<file path="src/rtl/clock_set_ctrl_pkg.sv">
// Shared definitions for the digital clock: set-state encoding, set_mode width
// and clock field limits used by both this controller and the counter block.
package clock_pkg;

    localparam int unsigned MODE_W  = 2;
    localparam int unsigned SEC_MAX = 59;
    localparam int unsigned MIN_MAX = 59;

    typedef enum logic [MODE_W-1:0] {
        RUN     = 2'b00,
        SET_MIN = 2'b01,
        SET_SEC = 2'b10,
        UNUSED  = 2'b11
    } set_state_e;

    function automatic logic is_set_state(input set_state_e s);
        return (s == SET_MIN) || (s == SET_SEC);
    endfunction

endpackage

</file>
<file path="src/rtl/clock_set_ctrl_pb_edge_repeat.sv">
// Pushbutton edge detector with hold-to-repeat: evt is high on the press cycle
// and on every cycle from HOLD_TICKS after the press while the level stays high.
module pb_edge_repeat #(
    parameter int unsigned HOLD_TICKS = 2,
    parameter int unsigned CNT_W      = 4
) (
    input  logic clk_1H,
    input  logic reset,
    input  logic pb,
    output logic evt
);

    logic             pb_prev;
    logic [CNT_W-1:0] hold_cnt;
    logic [CNT_W-1:0] hold_next;
    logic             press;
    logic             held;

    always_comb begin
        press     = pb && !pb_prev;
        held      = pb && pb_prev;
        hold_next = '0;
        if (held) begin
            hold_next = (hold_cnt == CNT_W'(HOLD_TICKS)) ? hold_cnt : hold_cnt + CNT_W'(1);
        end
        // Repeat is keyed on the post-edge count so it fires on the edge the count arrives
        evt = press || (held && (hold_next == CNT_W'(HOLD_TICKS)));
    end

    // pb_prev tracks the live level even in reset, so a button held across reset is no press
    always_ff @(posedge clk_1H) begin
        pb_prev <= pb;
        if (reset) begin
            hold_cnt <= '0;
        end else begin
            hold_cnt <= hold_next;
        end
    end

endmodule

</file>
<file path="src/rtl/clock_set_ctrl.sv">
// Mode/time-set controller for the 1 Hz clock: RUN -> SET_MIN -> SET_SEC on mode
// presses, registered command pulses, blink. SET_TIMEOUT_EN adds idle return to RUN.
module clock_set_ctrl
    import clock_pkg::*;
#(
    parameter int unsigned TIMEOUT_TICKS = 10,
    parameter int unsigned HOLD_TICKS    = 2,
    parameter int unsigned CNT_W         = 4
) (
    input  logic              clk_1H,
    input  logic              reset,
    input  logic              mode_pb,
    input  logic              incr_pb,
    input  logic              decr_pb,
    output logic              sec_run_en,
    output logic              min_incr,
    output logic              min_decr,
    output logic              sec_clear,
    output logic [MODE_W-1:0] set_mode,
    output logic              blink
);

    if ((2 ** CNT_W) <= TIMEOUT_TICKS || (2 ** CNT_W) <= HOLD_TICKS) begin : g_param_check
        $error("clock_set_ctrl: CNT_W too narrow for TIMEOUT_TICKS/HOLD_TICKS");
    end

    set_state_e state;
    set_state_e state_next;
    logic       mode_prev;
    logic       mode_press;
    logic       incr_evt;
    logic       decr_evt;
    logic       cmd_ok;
    logic       timeout;
    logic       min_incr_next;
    logic       min_decr_next;
    logic       sec_clear_next;
    logic       blink_next;

    pb_edge_repeat #(
        .HOLD_TICKS(HOLD_TICKS),
        .CNT_W     (CNT_W)
    ) u_incr (
        .clk_1H(clk_1H),
        .reset (reset),
        .pb    (incr_pb),
        .evt   (incr_evt)
    );

    pb_edge_repeat #(
        .HOLD_TICKS(HOLD_TICKS),
        .CNT_W     (CNT_W)
    ) u_decr (
        .clk_1H(clk_1H),
        .reset (reset),
        .pb    (decr_pb),
        .evt   (decr_evt)
    );

    assign mode_press = mode_pb && !mode_prev;

`ifdef SET_TIMEOUT_EN
    logic [CNT_W-1:0] idle_cnt;
    logic             any_btn;

    assign any_btn = mode_pb || incr_pb || decr_pb;
    // idle_cnt holds completed idle cycles; the TIMEOUT_TICKS-th idle cycle triggers the exit
    assign timeout = is_set_state(state) && !any_btn
                     && (idle_cnt == CNT_W'(TIMEOUT_TICKS - 1));

    always_ff @(posedge clk_1H) begin
        if (reset || !is_set_state(state) || any_btn || (state_next != state)) begin
            idle_cnt <= '0;
        end else begin
            idle_cnt <= idle_cnt + CNT_W'(1);
        end
    end
`else
    assign timeout = 1'b0;
`endif

    always_comb begin
        state_next = state;
        case (state)
            RUN:     if (mode_press) state_next = SET_MIN;
            SET_MIN: if (mode_press) state_next = SET_SEC;
                     else if (timeout) state_next = RUN;
            SET_SEC: if (mode_press || timeout) state_next = RUN;
            default: state_next = RUN;
        endcase

        cmd_ok         = !mode_press && (incr_evt ^ decr_evt);
        min_incr_next  = cmd_ok && (state == SET_MIN) && incr_evt;
        min_decr_next  = cmd_ok && (state == SET_MIN) && decr_evt;
        sec_clear_next = cmd_ok && (state == SET_SEC);
        blink_next     = (is_set_state(state) && is_set_state(state_next)) ? !blink : 1'b0;
    end

    always_ff @(posedge clk_1H) begin
        mode_prev <= mode_pb;
        if (reset) begin
            state     <= RUN;
            min_incr  <= 1'b0;
            min_decr  <= 1'b0;
            sec_clear <= 1'b0;
            blink     <= 1'b0;
        end else begin
            state     <= state_next;
            min_incr  <= min_incr_next;
            min_decr  <= min_decr_next;
            sec_clear <= sec_clear_next;
            blink     <= blink_next;
        end
    end

    assign sec_run_en = (state == RUN);
    assign set_mode   = state;

endmodule

</file>
<file path="config.mk">
export PLATFORM = sky130hd
export DESIGN_NAME = clock_set_ctrl
export DESIGN_NICKNAME = d
export VERILOG_FILES = /design/src/rtl/clock_set_ctrl_pkg.sv /design/src/rtl/clock_set_ctrl_pb_edge_repeat.sv /design/src/rtl/clock_set_ctrl.sv
export SDC_FILE = /design/constraint.sdc
export NUM_CORES = 1
export LEC_CHECK = 0
export CAP_MARGIN = 20
export CELL_PAD_IN_SITES_DETAIL_PLACEMENT = 0
export CELL_PAD_IN_SITES_GLOBAL_PLACEMENT = 1
export CORE_UTILIZATION = 42
export DETAILED_ROUTE_END_ITERATION = 6
export GPL_ROUTABILITY_DRIVEN = 0
export GPL_TIMING_DRIVEN = 1
export PLACE_DENSITY_LB_ADDON = 0.05
export SYNTH_ARGS = -nofsm -noshare
export SYNTH_HDL_FRONTEND = slang
export SYNTH_SLANG_ARGS = --single-unit
</file>
<file path="constraint.sdc">
create_clock -name clk_1H -period 3.12 [get_ports clk_1H]
set_input_delay 0.624 -clock clk_1H [delete_from_list [all_inputs] [get_ports clk_1H]]
set_output_delay 0.624 -clock clk_1H [all_outputs]
set_load 0.1 [all_outputs]
</file>
==> results of run 1 <==
-- worst max-delay path, delay by kind of cell, from the launching register on --
family,cells,cell delay [ns]
flip-flops,1,0.43
buffers and inverters,2,0.36
adder cells (fa/ha/maj),1,0.25
-- flip-flops by register name, indices dropped and copies added, names as in the netlist --
name / count
mode_prev: 1
sec_clear: 1
u_incr.hold_cnt: 4
set_mode: 2
min_decr: 1
u_decr.pb_prev: 1
blink: 1
u_incr.pb_prev: 1
min_incr: 1
u_decr.hold_cnt: 4
-- metrics by stage --
stage,power (mW),hold slack (ns)
after floorplan,0.2829,0.4737
after global placement,0.2990,0.4306
after detailed placement,0.2981,0.4200
after CTS,0.4165,0.4419
after global routing,0.4305,0.4929
final,0.4087,0.4387
-- final timing paths --
check               end  depth (start not counted)
max          sec_run_en                          3
max reg2reg   sec_clear                          8
min reg2reg       blink                          1
min               blink                          1
-- cells in the mapped netlist (2+ instances only) --
master,n,share of area [%]
xor2_1,2,2.1
inv_1,8,3.6
nor3_1,5,3.0
dfxtp_1,17,40
nand2b_1,3,2.2
clkbuf_1,2,0.89
nor2_1,14,6.2
ha_1,8,12
nand2_1,6,2.7
xnor2_1,3,3.1
a21oi_1,4,2.4
-- cell families after synthesis --
| family | after synthesis |
|---|---|
| flip-flops | 17 |
| AO/OA/AOI/OAI | 11 |
| buffers and inverters | 11 |
| AND/OR/NAND/NOR | 37 |
| multiplexers | 1 |
| XOR/XNOR | 6 |
| adder cells (fa/ha/maj) | 8 |
-- power by group through the flow --
stage	registers, mW	clock network, mW	logic (mW)
2_1_floorplan	0.245	0	0.0378
3_3_place_gp	0.232	0	0.0670
3_5_place_dp	0.232	0	0.0661
4_1_cts	0.227	0.123	0.0664
5_1_grt	0.228	0.131	0.0720
6_report	0.227	0.116	0.0657
-- final cells by class --
| class | instances | share of cell area, % |
|---|---|---|
| Clock buffer | 3 | 2.276 |
| Clock inverter | 1 | 0.5057 |
| Inverter | 9 | 3.413 |
| Multi-Input combinational cell | 63 | 46.90 |
| Sequential cell | 17 | 34.39 |
| Tap cell | 25 | 3.161 |
| Timing Repair Buffer | 11 | 9.355 |
-- placed cells by master, fill, tap and decap left out, drive strengths merged --
cell	netlist	final
nor2b	1	1
clkbuf	2	3
ha	8	8
a21o	1	1
nand2	6	6
a21oi	5	5
o211a	1	1
nor2	14	14
nor3b	1	1
nor3	5	5
nand3	2	2
mux2i	1	1
a32oi	1	1
o2bb2ai	1	1
dfxtp	17	17
clkinv	0	1
buf	0	7
or2	2	2
clkdlybuf4s50	0	4
or3	1	1
xor2	2	2
a31oi	1	1
nand3b	1	1
nor4b	1	1
o32ai	1	1
xnor2	4	4
inv	9	9
nand2b	3	3
-- layer usage --
| metal | wire length, um | up-vias | part of all wire [%] |
|---|---|---|---|
| met4 | 19 | 0 | 1.5 |
| met2 | 537 | 10 | 42 |
| met5 | 0 | - | 0 |
| li1 | - | 329 | - |
| met3 | 57 | 2 | 4.5 |
| met1 | 651 | 264 | 51 |
==> impl_metrics.toml, run 1 <==
[outcome]
outcome = "finished clean"

[global_route]
gr-usage-met2_pct = 23.89
grt_max_degree = 11
grt.total_usage_pct = 15.23
first_global_vias = 554
overflow = 0
grt_pass1_wl_mm = 2.249
met3_usage_pct = 6.923
antenna_found_initial = 0
met1_usage_pct = 17.84
grt-busiest-layer = "met2"

[detailed_routing]
viasPerCell = 4.690
first_pass_iters = 4
drt_iter0_drc = 11
wl_per_cell_um = 9.806
vias = 605
wl_mm = 1.265
drcViolationCount = 0
ant_nets = 0

[timing]
post-route-period-util_pct = 62.51
finalSetupTns_ns = 0
slew_headroom_pct = 73.06
slew_violations = 0
timing.fmax_mhz = 512.7
finalSetupViolCount = 0
worstMarginPinSlew_ns = 0.4032
rsz0062_at_grt = "false"
hold_violations = 0
clock_skew_ns = 0.009739
period_needed_ns = 1.950
fin_ws_ns = 1.170

[logic_synthesis]
synth_compound_area_share_pct = 12.57
yosys.area_share.simple_pct = 22.19
synth_fp_nets = 104
syn_inst = 91
syn-cell-area_sq_um = 845.8
synthArstFlopShare_pct = 0
synth_edf_count = 0
synth_top_family_by_area = "simple AND/OR/NAND/NOR gates"
ys_ff_latch = 17
ys_seq_area_share_pct = 40.24
syn_avg_cell_area_sq_um = 9.295
synth-xor-area-share_pct = 7.101
synth_fa_ha_area_share_pct = 11.83
ys.flop_type = "dfxtp_1"
ys_warn_count = 0
muxShareOfSynthArea_pct = 1.183
synth_cell_types = 30

[floorplanning]
placeableCoreArea_sq_um = 1802
start_util_pct = 46.94
fp.dieH_um = 46.88
pin_count = 12
row_count = 15
fp.dieArea_sq_um = 2197
dieWidth_um = 46.88

[clock_network]
cts_buffers = 3
cts_tree = "built"
post_cts_buffers = 0
clockRootBuffer = "clkbuf_4"
h-tree-depth = 1
cts.sink_count = 17
insertion_delay_ns = 0.29
clk_pin_slew_ns = 0.09
cts_resized = 0
cts_buffer_depth = 2
cts_hold_buf = 0

[placement]
place_ws_ns = 1.098
portBuffers = 11
place_area_sq_um = 962.2
hpwl_um = 987.1
placed_cells = 125

[setup_path]
critPathRequiredTime_ns = 2.50
critical_path.max_stage_delay_ns = 0.43
reg2reg_from = "u_incr.hold_cnt[0]"
start_kind = "register"
path_max_fanout = 5
endpoint_kind = "output pin"
worst_ep_arrival_time_ns = 1.33
r2r_slack_ns = 1.38
worstPathCellList = "inv_1 -> ha_1 -> buf_4"
cp_slowest_cell = "dfxtp_1"
path_class = "reg -> out"
crit_start = "set_mode[0]"

[power_and_ir_drop]
switchingPower_mw = 0.1172
intPower_mw = 0.2915
pwr-share-comb_pct = 16.1
ir_drop_mv = 0.2573
power_switching_share_pct = 28.67
seqPwrFrac_pct = 55.6
cellPowerDensity_nw_per_um2 = 412.9
p_leak_nw = 0.4034
p_clk_share_pct = 28.4

[hold_path]
min_from = "blink"
hp-class = "reg -> reg"

[flow_run]
max-cap-violations = 0

[final_layout]
drive_above_1_share_pct = 20.19
design_area_sq_um = 989.7
final-seq-area_sq_um = 340.3
finish.utilization_pct = 54.93
n_fill_cell = 168
syn2layout_area_growth_pct = 17.01
num_antenna_cells = 0
final_cells = 129
nNetsFinal = 118
multi_input_area_sq_um = 464.2
No activity file was read; power rests on OpenSTA's default activity.
==> inputs of run 2 (changes only) <==
--- a/config.mk
+++ b/config.mk
@@ -8,7 +8,7 @@
 export CAP_MARGIN = 20
 export CELL_PAD_IN_SITES_DETAIL_PLACEMENT = 0
 export CELL_PAD_IN_SITES_GLOBAL_PLACEMENT = 1
-export CORE_UTILIZATION = 42
+export CORE_UTILIZATION = 39
 export DETAILED_ROUTE_END_ITERATION = 6
 export GPL_ROUTABILITY_DRIVEN = 0
 export GPL_TIMING_DRIVEN = 1
==> constraint.sdc (replaced) <==
create_clock -name clk_1H -period 2 [get_ports clk_1H]
set_input_delay 0.4 -clock clk_1H [delete_from_list [all_inputs] [get_ports clk_1H]]
set_output_delay 0.4 -clock clk_1H [all_outputs]
set_load 0.1 [all_outputs]
==> run 2 against run 1 <==
Compared with the run above: first-iteration DRC count down 36%; register-to-register slack worse by 1.0 ns; worst setup slack got worse by 0.83 ns; cell count is 3.9% higher; core utilization is 3.2 points lower; clock skew is essentially flat; non-clock buffer count rose by 3; total power up 60%; sequential share of layout area shrank 1.3 points; combinational power rose by 75%; final area up 4.6%; via count grew 2.5%; largest power group unchanged.
==> impl_metrics.toml, run 2 (synthesized netlist as in run 1, its figures left out) <==
[clock_network]
cts.sink_count = 17
cts_tree = "built"
post_cts_buffers = 0
cts_buffers = 3
clockRootBuffer = "clkbuf_4"
cts_hold_buf = 0
cts_buffer_depth = 2
cts_resized = 0
clk_pin_slew_ns = 0.11
insertion_delay_ns = 0.29
h-tree-depth = 1

[timing]
whs_ns = 0.4317
finalSetupTns_ns = 0
timing.fmax_mhz = 601.0
clock_skew_ns = 0.01008
slew_headroom_pct = 81.05
hold_violations = 0
rsz0062_at_grt = "false"
period_needed_ns = 1.664
post-route-period-util_pct = 83.19
slew_violations = 0
worstMarginPinSlew_ns = 0.2822
finalSetupViolCount = 0

[global_route]
grt_max_degree = 12
antenna_found_initial = 0
grt-busiest-layer = "met2"
overflow = 0
first_global_vias = 618
met1_usage_pct = 16.73
gr-usage-met2_pct = 23.47
grt_pass1_wl_mm = 2.504
grt.total_usage_pct = 13.83
met3_usage_pct = 3.145

[floorplanning]
start_util_pct = 42.25
placeableCoreArea_sq_um = 2002
dieWidth_um = 48.57
fp.dieH_um = 48.57
fp.dieArea_sq_um = 2359
row_count = 16
pin_count = 12

[setup_path]
critPathRequiredTime_ns = 2.20
worst_ep_arrival_time_ns = 1.86
worstPathCellList = "ha_1 -> nor3b_2 -> o2bb2ai_2 -> a31oi_2 -> o32ai_2 -> or2_1 -> a21oi_2"
cp_slowest_cell = "dfxtp_1"
critical_path.max_stage_delay_ns = 0.40
start_kind = "register"
path_class = "reg -> reg"
endpoint_kind = "register"
path_max_fanout = 3

[detailed_routing]
vias = 620
drt_iter0_drc = 7
ant_nets = 0
first_pass_iters = 4
wl_mm = 1.339
drcViolationCount = 0
wl_per_cell_um = 9.993
viasPerCell = 4.627

[hold_path]
hp-class = "reg -> reg"

[placement]
place_area_sq_um = 1005
placed_cells = 130
hpwl_mm = 1.095
portBuffers = 11

[power_and_ir_drop]
cellPowerDensity_nw_per_um2 = 632.9
p_leak_nw = 0.4208
ir_drop_mv = 0.3755

[final_layout]
design_area_sq_um = 1035
final_cell_mix = "dfxtp_1 (15), nor2_1 (14), buf_4 (9), inv_1 (8), ha_1 (7)"
final_cells = 134
layout_commonest_cell = "dfxtp_1"
finish.utilization_pct = 51.69
syn2layout_area_growth_pct = 22.34
nNetsFinal = 121
num_antenna_cells = 0
drive_above_1_share_pct = 25.23

[outcome]
outcome = "finished clean"

[flow_run]
max-cap-violations = 0
[run 2: area by class of cell]
type,instances,area [sq um]
inverter,9,33.78
tap,27,33.78
multi-input combinational,63,466.7
timing repair buffer,14,127.6
clock buffer,3,22.52
fill,201,967.2
clock inverter,1,7.507
sequential,17,342.8
[run 2: power breakdown]
| part | internal, mW | leakage, nW | switching, mW | total, mW |
|---|---|---|---|---|
| Clock | 0.0759 | 0.0139 | 0.110 | 0.186 |
| Sequential | 0.347 | 0.139 | 0.00637 | 0.354 |
| Combinational | 0.0429 | 0.267 | 0.0723 | 0.115 |
[run 2: worst max-delay path: cells and delay by family, from the launching register on]
kind	cells	cell delay, ns
adders and majority gates	1	0.19
AOI/OAI and AO/OA	4	0.55
DFF	1	0.40
and+or+nand+nor	2	0.43
[run 2: path summary, 6_finish.rpt]
path,from,cells after the start,end,slack (ns)
worst max-delay path,u_incr.hold_cnt[1],7,sec_clear,0.34
worst min-delay path,blink,1,blink,0.43
worst max register to register,u_incr.hold_cnt[1],7,sec_clear,0.34
worst min register to register,blink,1,blink,0.43
[run 2: stage by stage]
step / worst slack [ns] / total power [mW]
after floorplan: 0.05256 / 0.4427
after global placement: 0.2295 / 0.4779
after detailed placement: 0.2048 / 0.4775
after CTS: 0.3144 / 0.6680
after global routing: 0.1841 / 0.6950
final: 0.3362 / 0.6549
[run 2: routing by layer]
layer,wire length [um],share of wire (%)
met2,616,46
met1,671,50
met4,13,0.97
met5,0,0
met3,37,2.8
==> inputs of run 3 (changes only) <==
==> constraint.sdc (replaced) <==
create_clock -name clk_1H -period 1.7 [get_ports clk_1H]
set_input_delay 0.34 -clock clk_1H [delete_from_list [all_inputs] [get_ports clk_1H]]
set_output_delay 0.34 -clock clk_1H [all_outputs]
set_load 0.1 [all_outputs]
==> run 3 against run 2 <==
Compared with the run above: via count is 0.48% higher; total power rose by 19%; maximum frequency grew 2.0%; worst setup slack got worse by 0.27 ns; sequential share of layout area is 3.0 points lower; clock power rose by 13%; routed wire length is 7.2% higher; global-route usage down 1.1 points; largest power group unchanged; die area is the same; sequential power up 18%.
==> impl_metrics.toml, run 3 (synthesized netlist as in run 1, its figures left out) <==
[detailed_routing]
viasPerCell = 4.547
vias = 623
ant_nets = 0
first_pass_iters = 2
wl_per_cell_um = 10.48
wl_mm = 1.436
drcViolationCount = 0
drt_iter0_drc = 9

[final_layout]
syn2layout_area_growth_pct = 37.13
final_cell_mix = "nor2_1 (14), dfxtp_1 (14), inv_1 (8), ha_1 (7), buf_12 (7)"
drive_above_1_share_pct = 29.09
num_antenna_cells = 0
nNetsFinal = 124

[outcome]
outcome = "finished clean"

[timing]
slew_headroom_pct = 83.99
worstMarginPinSlew_ns = 0.2398
period_needed_ns = 1.631
hold_violations = 0
timing.fmax_mhz = 613.0
whs_ns = 0.4959
finalSetupTns_ns = 0
slew_violations = 0
rsz0062_at_grt = "false"
post-route-period-util_pct = 95.96
clock_skew_ns = 0.004691
finalSetupViolCount = 0

[placement]
hpwl_mm = 1.154
portBuffers = 11

[setup_path]
worst_ep_arrival_time_ns = 1.86
critical_path.max_stage_delay_ns = 0.35
cp_slowest_cell = "dfxtp_2"
worstPathCellList = "inv_2 -> ha_1 -> nor3b_4 -> o2bb2ai_2 -> a31oi_2 -> o32ai_2 -> or2_1 -> a21oi_2"
endpoint_kind = "register"
path_class = "reg -> reg"
path_max_fanout = 3
critPathRequiredTime_ns = 1.93
r2r-end = "sec_clear"
crit_end = "sec_clear"
reg2reg_from = "u_incr.hold_cnt[0]"
worstRegToRegCells = 8
start_kind = "register"
crit_start = "u_incr.hold_cnt[0]"
r2r_slack_ns = 0.07

[floorplanning]
fp.dieH_um = 48.57
row_count = 16
fp.dieArea_sq_um = 2359
dieWidth_um = 48.57
pin_count = 12
placeableCoreArea_sq_um = 2002
start_util_pct = 42.25

[global_route]
grt.total_usage_pct = 12.70
overflow = 0
first_global_vias = 578
antenna_found_initial = 0
grt_max_degree = 11
grt_pass1_wl_mm = 2.318

[clock_network]
insertion_delay_ns = 0.28
post_cts_buffers = 0
h-tree-depth = 1
clk_pin_slew_ns = 0.10
cts_tree = "built"
cts.sink_count = 17
clockRootBuffer = "clkbuf_4"
cts_buffers = 3
cts_buffer_depth = 2

[power_and_ir_drop]
p_leak_nw = 0.4641
ir_drop_mv = 0.3750
power.total_mw = 0.7819
cellPowerDensity_nw_per_um2 = 674.1

[flow_run]
max-cap-violations = 0

[hold_path]
holdPathStages = 1
hp-class = "reg -> reg"
-- run 3: worst min path at each step --
stage / endpoint / startpoint / slack, ns
after detailed placement: blink / blink / 0.48
final: blink / blink / 0.50
after global routing: u_incr.hold_cnt[3] / u_incr.pb_prev / 0.53
after CTS: blink / blink / 0.50
after global placement: blink / blink / 0.48
after floorplan: mode_prev / mode_pb / 0.37
-- run 3: layer usage --
layer / wire [um] / track usage, %
met5: 0 / 0
met4: 0 / 4.412
met3: 40 / 2.830
met2: 676 / 22.30
met1: 719 / 15.18
-- run 3: layout make-up --
cell class,count,area (sq um)
fillers,178,842.1
clock inverters,1,5.005
multi-input cells,63,490.5
repair buffers,17,225.2
well taps,27,33.78
flip-flops and latches,17,349.1
clock buffers,3,22.52
inverters,9,33.78
-- run 3: power by group --
part	total (mW)	internal [mW]	switching (mW)
combinational	0.155	0.0655	0.0893
clock	0.211	0.0872	0.124
sequential	0.416	0.407	0.00921
total	0.782	0.559	0.222
-- run 3: through the flow --
stage | utilization [%] | cell area [sq um] | cells | setup WS, ns
6_report | 57.94 | 1160 | 137 | 0.06866
5_1_grt | 57.94 | 1160 | 137 | 0.005384
4_1_cts | 57.19 | 1145 | 137 | 0.03127
3_5_place_dp | 55.81 | 1117 | 133 | 0.03625
3_3_place_gp | 55.81 | 1117 | 133 | 0.08242
2_1_floorplan | - | 865.8 | 91 | 0.02256
-- run 3: what timing repair did --
item / 4_1_cts / 5_1_grt
resized for setup: 0 / 3
hold buffers: 0 / 0
endpoints found under the setup margin: 0 / 2
-- run 3: worst max-delay path: cells and delay by family (launching register included) --
kind                     cells  cell delay [ns]
AND/OR/NAND/NOR              2             0.43
flip-flops                   1             0.35
adder cells (fa/ha/maj)      1             0.21
buffers and inverters        1             0.05
AO/OA/AOI/OAI                4             0.54
